[src/rtl/uart_tx_frame.sv]
// Parametrised UART transmitter: start, DATA_BITS data, optional parity, 1-2 stop bits.
// One word per valid/ready handshake; back-to-back frames are sent with no idle gap.
module uart_tx_frame #(
  parameter int CLKS_PER_BIT = 16,
  parameter int DATA_BITS    = 8,
  parameter int PARITY_MODE  = 0,
  parameter int STOP_BITS    = 1,
  parameter int MSB_FIRST    = 0
) (
  input  logic                 clk,
  input  logic                 rst,
  input  logic                 tx_valid,
  output logic                 tx_ready,
  input  logic [DATA_BITS-1:0] tx_data,
  output logic                 dout,
  output logic                 busy,
  output logic                 done
);

  localparam int BAUD_W = (CLKS_PER_BIT > 1) ? $clog2(CLKS_PER_BIT) : 1;
  localparam int BIT_W  = $clog2(DATA_BITS + 1);
  localparam bit HAS_PARITY = (PARITY_MODE != 0);

  if (CLKS_PER_BIT < 2) begin : g_bad_clks
    $error("uart_tx_frame: CLKS_PER_BIT must be >= 2");
  end
  if (DATA_BITS < 5 || DATA_BITS > 9) begin : g_bad_data
    $error("uart_tx_frame: DATA_BITS must be 5..9");
  end
  if (PARITY_MODE < 0 || PARITY_MODE > 2) begin : g_bad_parity
    $error("uart_tx_frame: PARITY_MODE must be 0, 1 or 2");
  end
  if (STOP_BITS < 1 || STOP_BITS > 2) begin : g_bad_stop
    $error("uart_tx_frame: STOP_BITS must be 1 or 2");
  end
  if (MSB_FIRST < 0 || MSB_FIRST > 1) begin : g_bad_order
    $error("uart_tx_frame: MSB_FIRST must be 0 or 1");
  end

  typedef enum logic [2:0] {
    IDLE   = 3'd0,
    START  = 3'd1,
    DATA   = 3'd2,
    PARITY = 3'd3,
    STOP   = 3'd4
  } state_e;

  state_e               state_q, state_d;
  logic [BAUD_W-1:0]    baud_q, baud_d;
  logic [BIT_W-1:0]     bit_q, bit_d;
  logic [DATA_BITS-1:0] shift_q, shift_d;
  logic                 parity_q, parity_d;
  logic                 dout_q, dout_d;

  logic last_baud, last_stop, accept;

  assign last_baud = (baud_q == BAUD_W'(CLKS_PER_BIT - 1));
  assign last_stop = (bit_q == BIT_W'(STOP_BITS - 1));
  assign done      = (state_q == STOP) && last_baud && last_stop;
  assign tx_ready  = (state_q == IDLE) || done;
  assign accept    = tx_valid && tx_ready;
  assign busy      = (state_q != IDLE);
  assign dout      = dout_q;

  // dout_d is the line level for the *next* cycle, so dout_q changes exactly
  // on the edge where the bit period starts.
  always_comb begin
    // NOTE: every signal gets a default first so no path leaves it unassigned,
    // which would otherwise infer a latch.
    state_d  = state_q;
    baud_d   = baud_q + BAUD_W'(1);
    bit_d    = bit_q;
    shift_d  = shift_q;
    parity_d = parity_q;
    dout_d   = dout_q;

    unique case (state_q)
      IDLE: begin
        baud_d = '0;
        dout_d = 1'b1;
        if (accept) begin
          state_d  = START;
          bit_d    = '0;
          shift_d  = tx_data;
          parity_d = (PARITY_MODE == 2) ? ~^tx_data : ^tx_data;
          dout_d   = 1'b0;
        end
      end
      START: begin
        if (last_baud) begin
          baud_d  = '0;
          state_d = DATA;
          bit_d   = '0;
          dout_d  = (MSB_FIRST != 0) ? shift_q[DATA_BITS-1] : shift_q[0];
        end
      end
      DATA: begin
        if (last_baud) begin
          baud_d = '0;
          if (bit_q == BIT_W'(DATA_BITS - 1)) begin
            bit_d = '0;
            if (HAS_PARITY) begin
              state_d = PARITY;
              dout_d  = parity_q;
            end else begin
              state_d = STOP;
              dout_d  = 1'b1;
            end
          end else begin
            bit_d   = bit_q + BIT_W'(1);
            shift_d = (MSB_FIRST != 0) ? {shift_q[DATA_BITS-2:0], 1'b0}
                                       : {1'b0, shift_q[DATA_BITS-1:1]};
            dout_d  = (MSB_FIRST != 0) ? shift_d[DATA_BITS-1] : shift_d[0];
          end
        end
      end
      PARITY: begin
        if (last_baud) begin
          baud_d  = '0;
          state_d = STOP;
          bit_d   = '0;
          dout_d  = 1'b1;
        end
      end
      STOP: begin
        dout_d = 1'b1;
        if (last_baud) begin
          baud_d = '0;
          if (!last_stop) begin
            bit_d = bit_q + BIT_W'(1);
          end else if (accept) begin
            // Zero-gap handoff: next frame's start bit follows immediately.
            state_d  = START;
            bit_d    = '0;
            shift_d  = tx_data;
            parity_d = (PARITY_MODE == 2) ? ~^tx_data : ^tx_data;
            dout_d   = 1'b0;
          end else begin
            state_d = IDLE;
            bit_d   = '0;
          end
        end
      end
      default: begin
        state_d = IDLE;
        baud_d  = '0;
        bit_d   = '0;
        dout_d  = 1'b1;
      end
    endcase
  end

  // NOTE: sequential state uses non-blocking assignments so all flops update
  // together from pre-edge values.
  always_ff @(posedge clk or posedge rst) begin
    if (rst) begin
      state_q  <= IDLE;
      baud_q   <= '0;
      bit_q    <= '0;
      shift_q  <= '0;
      parity_q <= 1'b0;
      dout_q   <= 1'b1;
    end else begin
      state_q  <= state_d;
      baud_q   <= baud_d;
      bit_q    <= bit_d;
      shift_q  <= shift_d;
      parity_q <= parity_d;
      dout_q   <= dout_d;
    end
  end

endmodule
[config.mk]
export PLATFORM = sky130hd
export DESIGN_NAME = uart_tx_frame
export DESIGN_NICKNAME = d
export VERILOG_FILES = /design/src/rtl/uart_tx_frame.sv
export SDC_FILE = /design/constraint.sdc
export NUM_CORES = 1
export LEC_CHECK = 0
export BUFFER_PORTS_ARGS = -buffer_cell sky130_fd_sc_hd__buf_2
export CORE_ASPECT_RATIO = 1.25
export CORE_UTILIZATION = 55
export CTS_CLUSTER_DIAMETER = 200
export DETAILED_ROUTE_END_ITERATION = 8
export PLACE_DENSITY_LB_ADDON = 0.1
export SLEW_MARGIN = 0
export SYNTH_ARGS = -nofsm -noshare
export SYNTH_HDL_FRONTEND = slang
export SYNTH_SLANG_ARGS = --single-unit
[constraint.sdc]
create_clock -name clk -period 3.1 [get_ports clk]
set_clock_uncertainty 0.05 [all_clocks]
set_input_delay 0.465 -clock clk [delete_from_list [all_inputs] [get_ports clk]]
set_output_delay 0.465 -clock clk [all_outputs]
set_load 0.01 [all_outputs]
Word-level counts from Yosys, hierarchy flattened
Index checks and enable logic that the tools add are counted.

storage, ports and cells
  register bits = 20
  output and inout bits = 4
  word-level logic and storage cells = 68

cells by class
  add/subtract/negate cells = 2
  eq/ne operators = 15
  muxes and demuxes = 32
  reductions and logical operators = 14

operators with widths
  operator               count
  $mux W8                5
  $mux W4                8
  $pmux W8 S3            1
  $mux W3                7
  $ne A2 B2 Y1 const B   8
  $pmux W4 S4            1
  $pmux W3 S5            1
  $add A4 B1 Y4 const B  2
  $mux W1                8
  $reduce_and A7 Y1      1
  $eq A3 B2 Y1 const B   2
  $reduce_bool A3 Y1     2
  $pmux W1 S5            1
  $reduce_and A5 Y1      1
  $eq A4 B3 Y1 const B   1
  $eq A4 B4 Y1 const B   1
  $logic_not A4 Y1       1
  $reduce_and A4 Y1      1
  $reduce_or A4 Y1       1
  $eq A3 B1 Y1 const B   1
  $eq A3 B3 Y1 const B   1
  $logic_and A1 B1 Y1    3
  $logic_not A3 Y1       1
  $reduce_and A3 Y1      1
  3 further kinds        3

Longest topological paths before layout
Gate-level depths: netlist of the first run.

  depth in word-level cells = 9
  gate-level depth with buffers = 6

Worst setup path before layout of the first run
Ideal clock, no wire load.

  path kind = flip-flop to flip-flop
  start point = reg bit_q[0]
  end point = reg shift_q[0]
  setup time = 0.125 ns
  data arrival time = 2.031 ns
  required time = 2.925 ns
  setup slack = 0.895 ns
  cell stages (with the launch flop) = 7
  cells stage by stage = dfrtp_1 > inv_1 > ha_1 > or3b_2 > o21a_1 > a2111oi_4 > mux2_2

between the ends
  longest elaborated chain between the ends = 8
  elaborated cells between the ends (all ways) = 12
  classes of those cells = eq/ne: 3; mux: 4; reduce/logical: 5

ends and longest elaborated chain
  what                    RTL line  RTL
  from (decl)             50        logic [BIT_W-1:0] bit_q, bit_d;
  from (signal assigned)  166       bit_q <= bit_d;
  $logic_not A4 Y1        58        assign last_stop = (bit_q == BIT_W'(STOP_BITS - 1));
  $logic_and A1 B1 Y1     59        assign done = (state_q == STOP) && last_baud && last_stop;
  $logic_or A1 B1 Y1      60        assign tx_ready = (state_q == IDLE) || done;
  $logic_and A1 B1 Y1     61        assign accept = tx_valid && tx_ready;
  $mux W8 (3 in a row)    --
  $pmux W8 S3             --
  to (signal assigned)    167       shift_q <= shift_d;
  to (decl)               51        logic [DATA_BITS-1:0] shift_q, shift_d;

Several ways; a longest one is shown, not always the timed one. The select of a mux whose other input is x is not followed.
A chain may end at the register's enable or synchronous reset.

Final worst setup path of the first run
  start point = reg baud_q[0]
  end point = reg shift_q[2]

between the ends
  longest elaborated chain between the ends = 9
  elaborated cells between the ends (all ways) = 12
  classes of those cells = eq/ne: 3; mux: 4; reduce/logical: 5

ends and longest elaborated chain
  what                              RTL line  RTL
  from (decl)                       49        logic [BAUD_W-1:0] baud_q, baud_d;
  from (signal assigned)            165       baud_q <= baud_d;
  $eq A4 B4 Y1 (*)                  57        assign last_baud = (baud_q == BAUD_W'(CLKS_PER_BIT - 1));
  $logic_and A1 B1 Y1 (2 in a row)  59
  $logic_or A1 B1 Y1                60
  $logic_and A1 B1 Y1               61
  $mux W8 (3 in a row)              --
  $pmux W8 S3                       --

Every way passes the cells marked *; elsewhere a longest branch is shown, timed or not. The select of a mux whose other input is x is not followed.

==> impl_metrics.yaml, run 1 <==
timing:
  maxSlewHeadroom_pct: 50.5
  finalHoldViolCount: 0
  finalSetupViolations: 0
  period_share_pct: 80.2
  fin_setup_tns_ns: 0
  report.final.slew_viol_count: 0
  timing.fmax_mhz: 402
  min_period_ns: 2.49
  setup_ws_ns: 0.613
  grt_setup_unrepaired: "false"
  hold_slack_ns: 0.229
  worstMarginPinSlew_ns: 0.742
floorplan:
  coreArea_mm2: 0.00200
  die_h_um: 54.1
  initial_core_util_pct: 59.6
  dieArea_mm2: 0.00236
  pin_count: 15
  rows: 18
  die_x_um: 43.7
placed_design:
  dp_hpwl_um: 1520
  place_ws_ns: 0.607
  place.gp.congestion: 0.763
  placed_cells: 143
  placed_cell_area_mm2: 0.00127
  port_buffers: 14
final_layout:
  layout-drive-gt1-share_pct: 32.3
  final_nets: 142
  antenna_cells: 0
  area_growth_syn_to_layout_pct: 8.49
  final_area_mm2: 0.00129
  instances_no_fill: 147
worst_setup_path:
  cp_top_family: "simple AND/OR/NAND/NOR gates"
  crit_type: "flip-flop to flip-flop"
  rr_worst_depth: 5
  cpPeakStageDelay_ns: 0.65
  crit_required_ns: 3.23
  end_kind: "flip-flop"
  slowest_stage: "a2111oi_4"
  crit_buf_inv: 0
  reg2reg_to: "shift_q[2]$_DFFE_PP0P_"
  startpoint_type: "flip-flop"
  crit_path_max_fanout: 11
  path_cells: "ha_1 -> and3_1 -> nand4_1 -> a2111oi_4 -> mux2_2"
  r2r_slack_ns: 0.61
  reg2reg_from: "baud_q[0]$_DFF_PP0_"
  crit_arrival_ns: 2.62
flow_run:
  cap_violations: 0
logic_synthesis:
  ys_seq_elements: 20
  ys_types: 37
  synth_seq_area_share_pct: 42.0
  yosys_warnings: 0
  syn_area_mm2: 0.00119
  synth_top_cell_area_share_pct: 39.8
  netlist_instances: 114
  syn-mean-instance-area_um2: 10.5
  synthFlopType: "dfrtp_1"
  synth_fp_nets: 128
  synth-async-reset-ratio_pct: 100
  synth_edf_count: 0
  synthTopCellsByArea: "dfrtp_1 (40%), mux2_2 (16%), ha_1 (3.1%)"
  yosys.area.top_type: "dfrtp_1"
clock_network:
  post_cts_buffers: 0
  cts-resized-gates: 0
  clk_latency_ns: 0.29
  clock-sinks: 20
  clock_path_buffers: 2
  htree_levels: 1
  cts_tree: "done"
  cts-buffers-inserted: 3
  cts_hold_buf: 0
  root_buffer: "clkbuf_4"
  clk_pin_slew_ns: 0.11
global_routing:
  grtUsageTotal_pct: 20.9
  grt_antenna_before_repair: 0
  overflow: 0
  grt_pass1_wl_um: 3590
  grt_max_degree: 21
  grt_pass1_vias: 816
outcome:
  status: "finished, violations left"
  violations: "DRC"
power_and_ir_drop:
  pwr-share-seq_pct: 45.9
  clock_power_share_pct: 11.5
  p_int_w: 0.000663
  cellPowerDensity_mw_per_mm2: 827
  sw_frac_of_total_pct: 38.1
  ir_drop_uv: 517
  p_leak_nw: 0.572
  pwr-share-comb_pct: 42.6
  p_switching_w: 0.000408
hold_path:
  hp-class: "input port to asynchronous set/reset pin"
drt:
  via_per_inst: 6.07
  num_vias: 893
  drt_iter0_markers: 23
  drc: 1
  wl_per_cell_um: 13.9
  postRouteAntennaNets: 0
  wl_um: 2050
  firstDrtPassIters: 6
stage by stage:
stage          power (W)  util [%]
2_1_floorplan   0.000854         -
3_3_place_gp    0.000939      63.3
3_5_place_dp    0.000957      63.3
4_1_cts          0.00108      64.6
5_1_grt          0.00116      64.6
6_report         0.00107      64.6
placed cells by master (no fill, tap or decap), types with 2 or more instances in the layout:
master	instances
clkbuf_4	3
nor2_1	7
nor4bb_1	2
mux2_2	17
a21oi_1	3
or3_1	2
nor2b_1	3
nand2b_1	2
or3b_2	2
nand3_1	6
nand4_1	2
nand3b_1	2
nor3_1	3
nor3b_1	3
dfrtp_1	19
nand2_1	5
and3_1	2
ha_1	3
o21ai_0	6
buf_2	14
inv_1	3
registers in the layout, indices dropped and copies added, names as in the netlist:
signal,count
baud_q,4
bit_q,4
dout,1
shift_q,8
state_q,3
how the worst max path moves through the flow:
stage,start,end,slack (ns),depth (start not counted)
floorplan,bit_q[0]$_DFFE_PP0P_,shift_q[0]$_DFFE_PP0P_,0.89,6
global placement,baud_q[0]$_DFF_PP0_,shift_q[0]$_DFFE_PP0P_,0.69,5
detailed placement,baud_q[0]$_DFF_PP0_,shift_q[4]$_DFFE_PP0P_,0.61,5
CTS,baud_q[0]$_DFF_PP0_,shift_q[2]$_DFFE_PP0P_,0.58,5
global route,baud_q[0]$_DFF_PP0_,shift_q[2]$_DFFE_PP0P_,0.39,5
finish,baud_q[0]$_DFF_PP0_,shift_q[2]$_DFFE_PP0P_,0.61,5
metal layers:
metal | track usage (%) | share of wire, %
met5 | 0 | 0
met4 | 7.81 | 0.73
met3 | 4.03 | 2.6
met2 | 33.8 | 52
met1 | 27.7 | 44
kinds of logic (layout without fill, tap and decap cells):
| logic type | count (synthesis) | count (layout) | synth area share (%) |
|---|---|---|---|
| mux | 18 | 18 | 16.9 |
| buf+inv | 9 | 22 | 3.25 |
| xor+xnor | 2 | 2 | 1.47 |
| simple gates | 43 | 43 | 20.9 |
| fa+ha+maj | 3 | 3 | 3.14 |
| compound gates | 19 | 19 | 12.4 |
| flops | 20 | 20 | 42.0 |
synth_stat cells, drive strengths merged, types with 3 or more instances:
cell type   n
nor3b       3
dfrtp      19
nor2b       3
nand2       5
o21ai       6
nand3       6
nor2        7
ha          3
a21oi       3
buf         4
nor3        3
inv         3
mux2       17
power groups by stage:
stage / logic, W / clock network [W] / registers, W
floorplan: 0.000425 / 0 / 0.000429
global placement: 0.000450 / 0 / 0.000489
detailed placement: 0.000462 / 0 / 0.000495
CTS: 0.000463 / 0.000129 / 0.000491
global route: 0.000509 / 0.000143 / 0.000511
finish: 0.000456 / 0.000123 / 0.000492
cell type report:
type / instances / area, um2
inverters: 3 / 11.3
clock buffers: 4 / 26.3
well taps: 20 / 25.0
fillers: 184 / 709
flip-flops and latches: 20 / 502
repair buffers: 15 / 77.6
multi-input cells: 85 / 653
No activity file was read; power rests on OpenSTA's default activity.
==> inputs of run 2 (changes only) <==
ABC_AREA = 1   (was not set)
CORE_UTILIZATION = 50   (was 55)
clock period = 2.2 ns   (was 3.1 ns; I/O delays follow)
==> impl_metrics.yaml, run 2 <==
worst_setup_path:
  crit_type: "flip-flop to output port"
  startpoint_type: "flip-flop"
  crit_arrival_ns: 1.44
  rr_worst_depth: 8
  end_kind: "output port"
  crit_path_max_fanout: 5
  crit_required_ns: 1.82
final_layout:
  antenna_cells: 0
  largest_register: "shift_q"
  final_common_cell: "nand2_1"
  largest_registers: "shift_q (8), baud_q (4), bit_q (4)"
  area_growth_syn_to_layout_pct: 11.4
  instances_no_fill: 199
  layout-drive-gt1-share_pct: 25.6
  mostFrequentLayoutCells: "nand2_1 (54), dfrtp_1 (19), nand3_1 (15), buf_2 (14), inv_1 (11)"
  largest_reg_flops: 8
  final_area_mm2: 0.00131
  final_nets: 183
  fillers: 220
clock_network:
  clock-sinks: 20
  cts-buffers-inserted: 3
  root_buffer: "clkbuf_4"
  post_cts_buffers: 0
  clk_pin_slew_ns: 0.11
  cts-resized-gates: 0
  cts_hold_buf: 0
  clk_latency_ns: 0.30
  htree_levels: 1
  cts_tree: "done"
  clock_path_buffers: 2
power_and_ir_drop:
  cellPowerDensity_mw_per_mm2: 1280
  sw_frac_of_total_pct: 46.0
  clock_power_share_pct: 12.7
  pwr-share-comb_pct: 49.4
  p_int_w: 0.000904
  p_leak_nw: 0.713
  ir_drop_uv: 768
  pwr-share-seq_pct: 37.9
  p_switching_w: 0.000771
flow_run:
  cap_violations: 0
outcome:
  status: "completed"
logic_synthesis:
  syn-mean-instance-area_um2: 7.76
  yosys.area.top_type: "dfrtp_1"
  synth-async-reset-ratio_pct: 100
  synth_top_cell_area_share_pct: 40.6
  synth_fp_nets: 165
  synthTopCellsByArea: "dfrtp_1 (41%), nand2_1 (17%), nand3_1 (6.4%)"
  synth_most_common_cell: "nand2_1"
  ys_types: 23
  synthTopCellsByCount: "nand2_1 (54), dfrtp_1 (19), nand3_1 (15), inv_1 (11), nor2_1 (9)"
  synth_edf_count: 0
  ys_seq_elements: 20
  yosys_warnings: 0
  netlist_instances: 151
  syn_area_mm2: 0.00117
  synth_seq_area_share_pct: 42.8
  synthFlopType: "dfrtp_1"
floorplan:
  coreArea_mm2: 0.00221
  dieArea_mm2: 0.00254
  pin_count: 15
  die_h_um: 56.1
  rows: 19
  die_x_um: 45.3
  initial_core_util_pct: 53.0
timing:
  finalSetupViolations: 0
  grt_setup_unrepaired: "false"
  min_period_ns: 1.82
  fin_setup_tns_ns: 0
  finalHoldViolCount: 0
  worstMarginPinSlew_ns: 0.736
  timing.fmax_mhz: 549
  period_share_pct: 82.8
  maxSlewHeadroom_pct: 50.9
  setup_ws_ns: 0.379
  report.final.slew_viol_count: 0
drt:
  num_vias: 992
  wl_per_cell_um: 10.8
  via_per_inst: 4.98
  postRouteAntennaNets: 0
  drt_iter0_markers: 21
  drc: 0
  wl_um: 2160
  firstDrtPassIters: 4
placed_design:
  dp_hpwl_um: 1700
  placed_cells: 195
  place.gp.congestion: 0.890
  placed_cell_area_mm2: 0.00127
  port_buffers: 14
  place_ws_ns: 0.627
hold_path:
  hp-class: "input port to asynchronous set/reset pin"
global_routing:
  grt_antenna_before_repair: 0
  grt_max_degree: 21
  grtUsageTotal_pct: 21.1
  grt_pass1_vias: 974
  overflow: 0
  grt_pass1_wl_um: 3980
-- run 2: layout make-up --
type,count,area (um2),area share (%)
flip-flops and latches,20,502,38.4
repair buffers,14,70.1,5.37
inverters,16,60.1,4.60
clock buffers,4,36.3,2.78
multi-input cells,114,598,45.8
well taps,31,38.8,2.97
-- run 2: critical path: stages (launching register included) --
cell     delay [ns]
dfrtp_1        0.39
ha_1           0.23
nand3_4        0.13
nor2_4         0.13
nand2_2        0.06
nand2_2        0.06
buf_2          0.12
-- run 2: power by group through the flow --
stage	sequential [W]	combinational [W]	clock, W
CTS	0.000634	0.000840	0.000216
floorplan	0.000619	0.000678	0
global placement	0.000638	0.000823	0
finish	0.000635	0.000827	0.000213
detailed placement	0.000642	0.000834	0
global route	0.000657	0.000966	0.000234
-- run 2: routing by layer --
layer / track usage (%) / vias to the layer above / part of all wire, %
li1: - / 508 / -
met1: 24.6 / 457 / 43
met2: 35.6 / 20 / 51
met3: 2.27 / 7 / 2.2
met4: 12.6 / 0 / 2.9
met5: 0 / - / 0
-- run 2: final timing paths --
kind,from,to,slack [ns]
setup / recovery,baud_q[0]$_DFF_PP0_,tx_ready,0.38
hold / removal,rst,bit_q[0]$_DFFE_PP0P_,0.08
setup reg to reg,state_q[2]$_DFFE_PP0P_,shift_q[7]$_DFFE_PP0P_,0.60
hold reg to reg,baud_q[0]$_DFF_PP0_,baud_q[0]$_DFF_PP0_,0.42
max in group asynchronous,rst,shift_q[0]$_DFFE_PP0P_,1.56
min in group clk,tx_valid,dout$_DFFE_PP1P_,0.25
-- run 2: cells by family (layout without fill, tap and decap cells) --
logic type	after synthesis	count (layout)	synth area share [%]
DFF	20	20	42.8
and+or+nand+nor	98	98	40.7
xor gates and xnor gates	2	2	1.50
AOI/OAI and AO/OA	11	11	5.66
buffers and inverters	17	34	6.09
adders and majority gates	3	3	3.21
-- run 2: per-stage QoR --
stage	power (W)	hold slack, ns	utilization [%]
2_1_floorplan	0.00130	0.243	-
3_5_place_dp	0.00148	0.409	57.4
5_1_grt	0.00186	0.139	59.0
6_report	0.00167	0.0797	59.0
4_1_cts	0.00169	0.114	59.0
3_3_place_gp	0.00146	0.402	57.4
==> inputs of run 3 (changes only) <==
CORE_UTILIZATION = 55   (was 50)
clock period = 1.7 ns   (was 2.2 ns; I/O delays follow)
==> impl_metrics.yaml, run 3 (synthesis results as in run 2) <==
outcome:
  status: "completed"
global_routing:
  grtUsageTotal_pct: 23.2
  grt_antenna_before_repair: 0
  grt_pass1_vias: 983
  grt_max_degree: 21
  overflow: 0
  grt_pass1_wl_um: 4000
clock_network:
  clock-sinks: 20
  clk_pin_slew_ns: 0.11
  clock_path_buffers: 2
  cts-buffers-inserted: 3
  root_buffer: "clkbuf_4"
  clk_latency_ns: 0.30
  cts_tree: "done"
  htree_levels: 1
drt:
  via_per_inst: 5.21
  wl_um: 2390
  wl_per_cell_um: 11.8
  num_vias: 1057
  postRouteAntennaNets: 0
  drc: 0
  drt_iter0_markers: 17
  firstDrtPassIters: 4
worst_setup_path:
  end_kind: "output port"
  crit_arrival_ns: 1.34
  cpPeakStageDelay_ns: 0.41
  crit_type: "flip-flop to output port"
  crit_buf_inv: 1
  slowest_stage: "dfrtp_1"
  startpoint_type: "flip-flop"
  r2r_slack_ns: 0.11
  path_cells: "ha_4 -> nand3_4 -> nor2_4 -> nand2_2 -> nand2_2 -> buf_6"
  cp_top_family: "flip-flops"
  crit_path_max_fanout: 2
  cp_common_cell: "nand2_2"
  crit_required_ns: 1.39
power_and_ir_drop:
  p_leak_nw: 0.778
  ir_drop_uv: 1020
  total_power_w: 0.00236
  cellPowerDensity_mw_per_mm2: 1650
floorplan:
  coreArea_mm2: 0.00198
  dieArea_mm2: 0.00232
  die_h_um: 53.6
  pin_count: 15
  rows: 18
  initial_core_util_pct: 59.1
  die_x_um: 43.3
timing:
  report.final.slew_viol_count: 0
  period_share_pct: 96.5
  timing.fmax_mhz: 609
  maxSlewHeadroom_pct: 82.7
  finalHoldViolCount: 0
  finalSetupViolations: 0
  worstMarginPinSlew_ns: 0.260
  setup_ws_ns: 0.0590
  min_period_ns: 1.64
final_layout:
  multi_input_area_um2: 626
  seqCellArea_um2: 504
  largest_register: "shift_q"
  area_growth_syn_to_layout_pct: 22.3
  largest_reg_flops: 8
  layout-drive-gt1-share_pct: 34.4
  fillers: 166
  final_common_cell: "nand2_1"
  final_nets: 198
  mostFrequentLayoutCells: "nand2_1 (53), dfrtp_1 (17), nand3_1 (15), buf_4 (14), buf_2 (13)"
  antenna_cells: 0
  largest_registers: "shift_q (8), baud_q (4), bit_q (4)"
  utilization_pct: 72.3
placed_design:
  dp_hpwl_um: 1740
  place.gp.congestion: 0.887
  port_buffers: 14
  place_ws_ns: 0.0905
flow_run:
  cap_violations: 0
hold_path:
  hp-class: "input port to flip-flop"
run 3: changes by cell type in the layout (fill, tap and decap cells not counted), sizes merged:
cell | before | now
buf | 14 | 28
dlygate4sd3 | 0 | 1
run 3: repair_timing:
| action | in CTS | in global routing |
|---|---|---|
| hold buffers | 1 | 0 |
| gates resized for setup | 5 | 5 |
| hold endpoints to repair | 19 | 0 |
| setup endpoints to repair | 2 | 10 |
| buffers inserted | 6 | 6 |
| pin swaps | 3 | 3 |
run 3: layout make-up:
class                   instances  share of cell area (%)
multi-input cells             114                    43.7
flip-flops and latches         20                    35.2
repair buffers                 29                    13.4
inverters                      16                    4.19
clock buffers                   4                    1.83
well taps                      20                    1.75
run 3: worst paths after layout:
| path | cells after the start | endpoint | startpoint |
|---|---|---|---|
| max in group asynchronous | 4 | dout$_DFFE_PP1P_ | rst |
| hold / removal | 3 | state_q[0]$_DFFE_PP0P_ | tx_valid |
| min in group asynchronous | 4 | bit_q[2]$_DFFE_PP0P_ | rst |
| hold reg to reg | 2 | shift_q[7]$_DFFE_PP0P_ | shift_q[7]$_DFFE_PP0P_ |
| setup reg to reg | 11 | shift_q[5]$_DFFE_PP0P_ | baud_q[0]$_DFF_PP0_ |
| setup / recovery | 6 | tx_ready | baud_q[0]$_DFF_PP0_ |
run 3: through the flow:
stage                     cells  setup TNS, ns  hold slack (ns)  cell area (um2)
final                       203              0            0.184             1430
after global routing        203       -0.00318            0.211             1430
after CTS                   197              0            0.184             1370
after detailed placement    186              0            0.245             1270
after global placement      186              0            0.239             1270
after floorplan             151              0            0.168             1170
run 3: routing by layer:
| metal | track usage, % | vias to the layer above | share of wire [%] |
|---|---|---|---|
| li1 | - | 537 | - |
| met1 | 27.5 | 493 | 45 |
| met2 | 43.3 | 23 | 50 |
| met3 | 2.01 | 4 | 2.8 |
| met4 | 9.09 | 0 | 1.6 |
| met5 | 0 | - | 0 |
run 3: where the power goes:
group          switching, W  internal [W]  total (W)
Sequential         0.000148      0.000673   0.000821
Combinational      0.000781      0.000526    0.00131
Clock              0.000141     0.0000913   0.000232
run 3: worst register-to-register path, cell delays in order, from the launching register on:
cell and delay, ns:
dfrtp_1 0.41, ha_4 0.17, nand3_4 0.09, nor2_4 0.12
nand2_2 0.07, nand2_2 0.08, buf_4 0.11, nand2_2 0.06
nand2_4 0.11, nand2_4 0.09, nand2_1 0.07, nand2_1 0.05
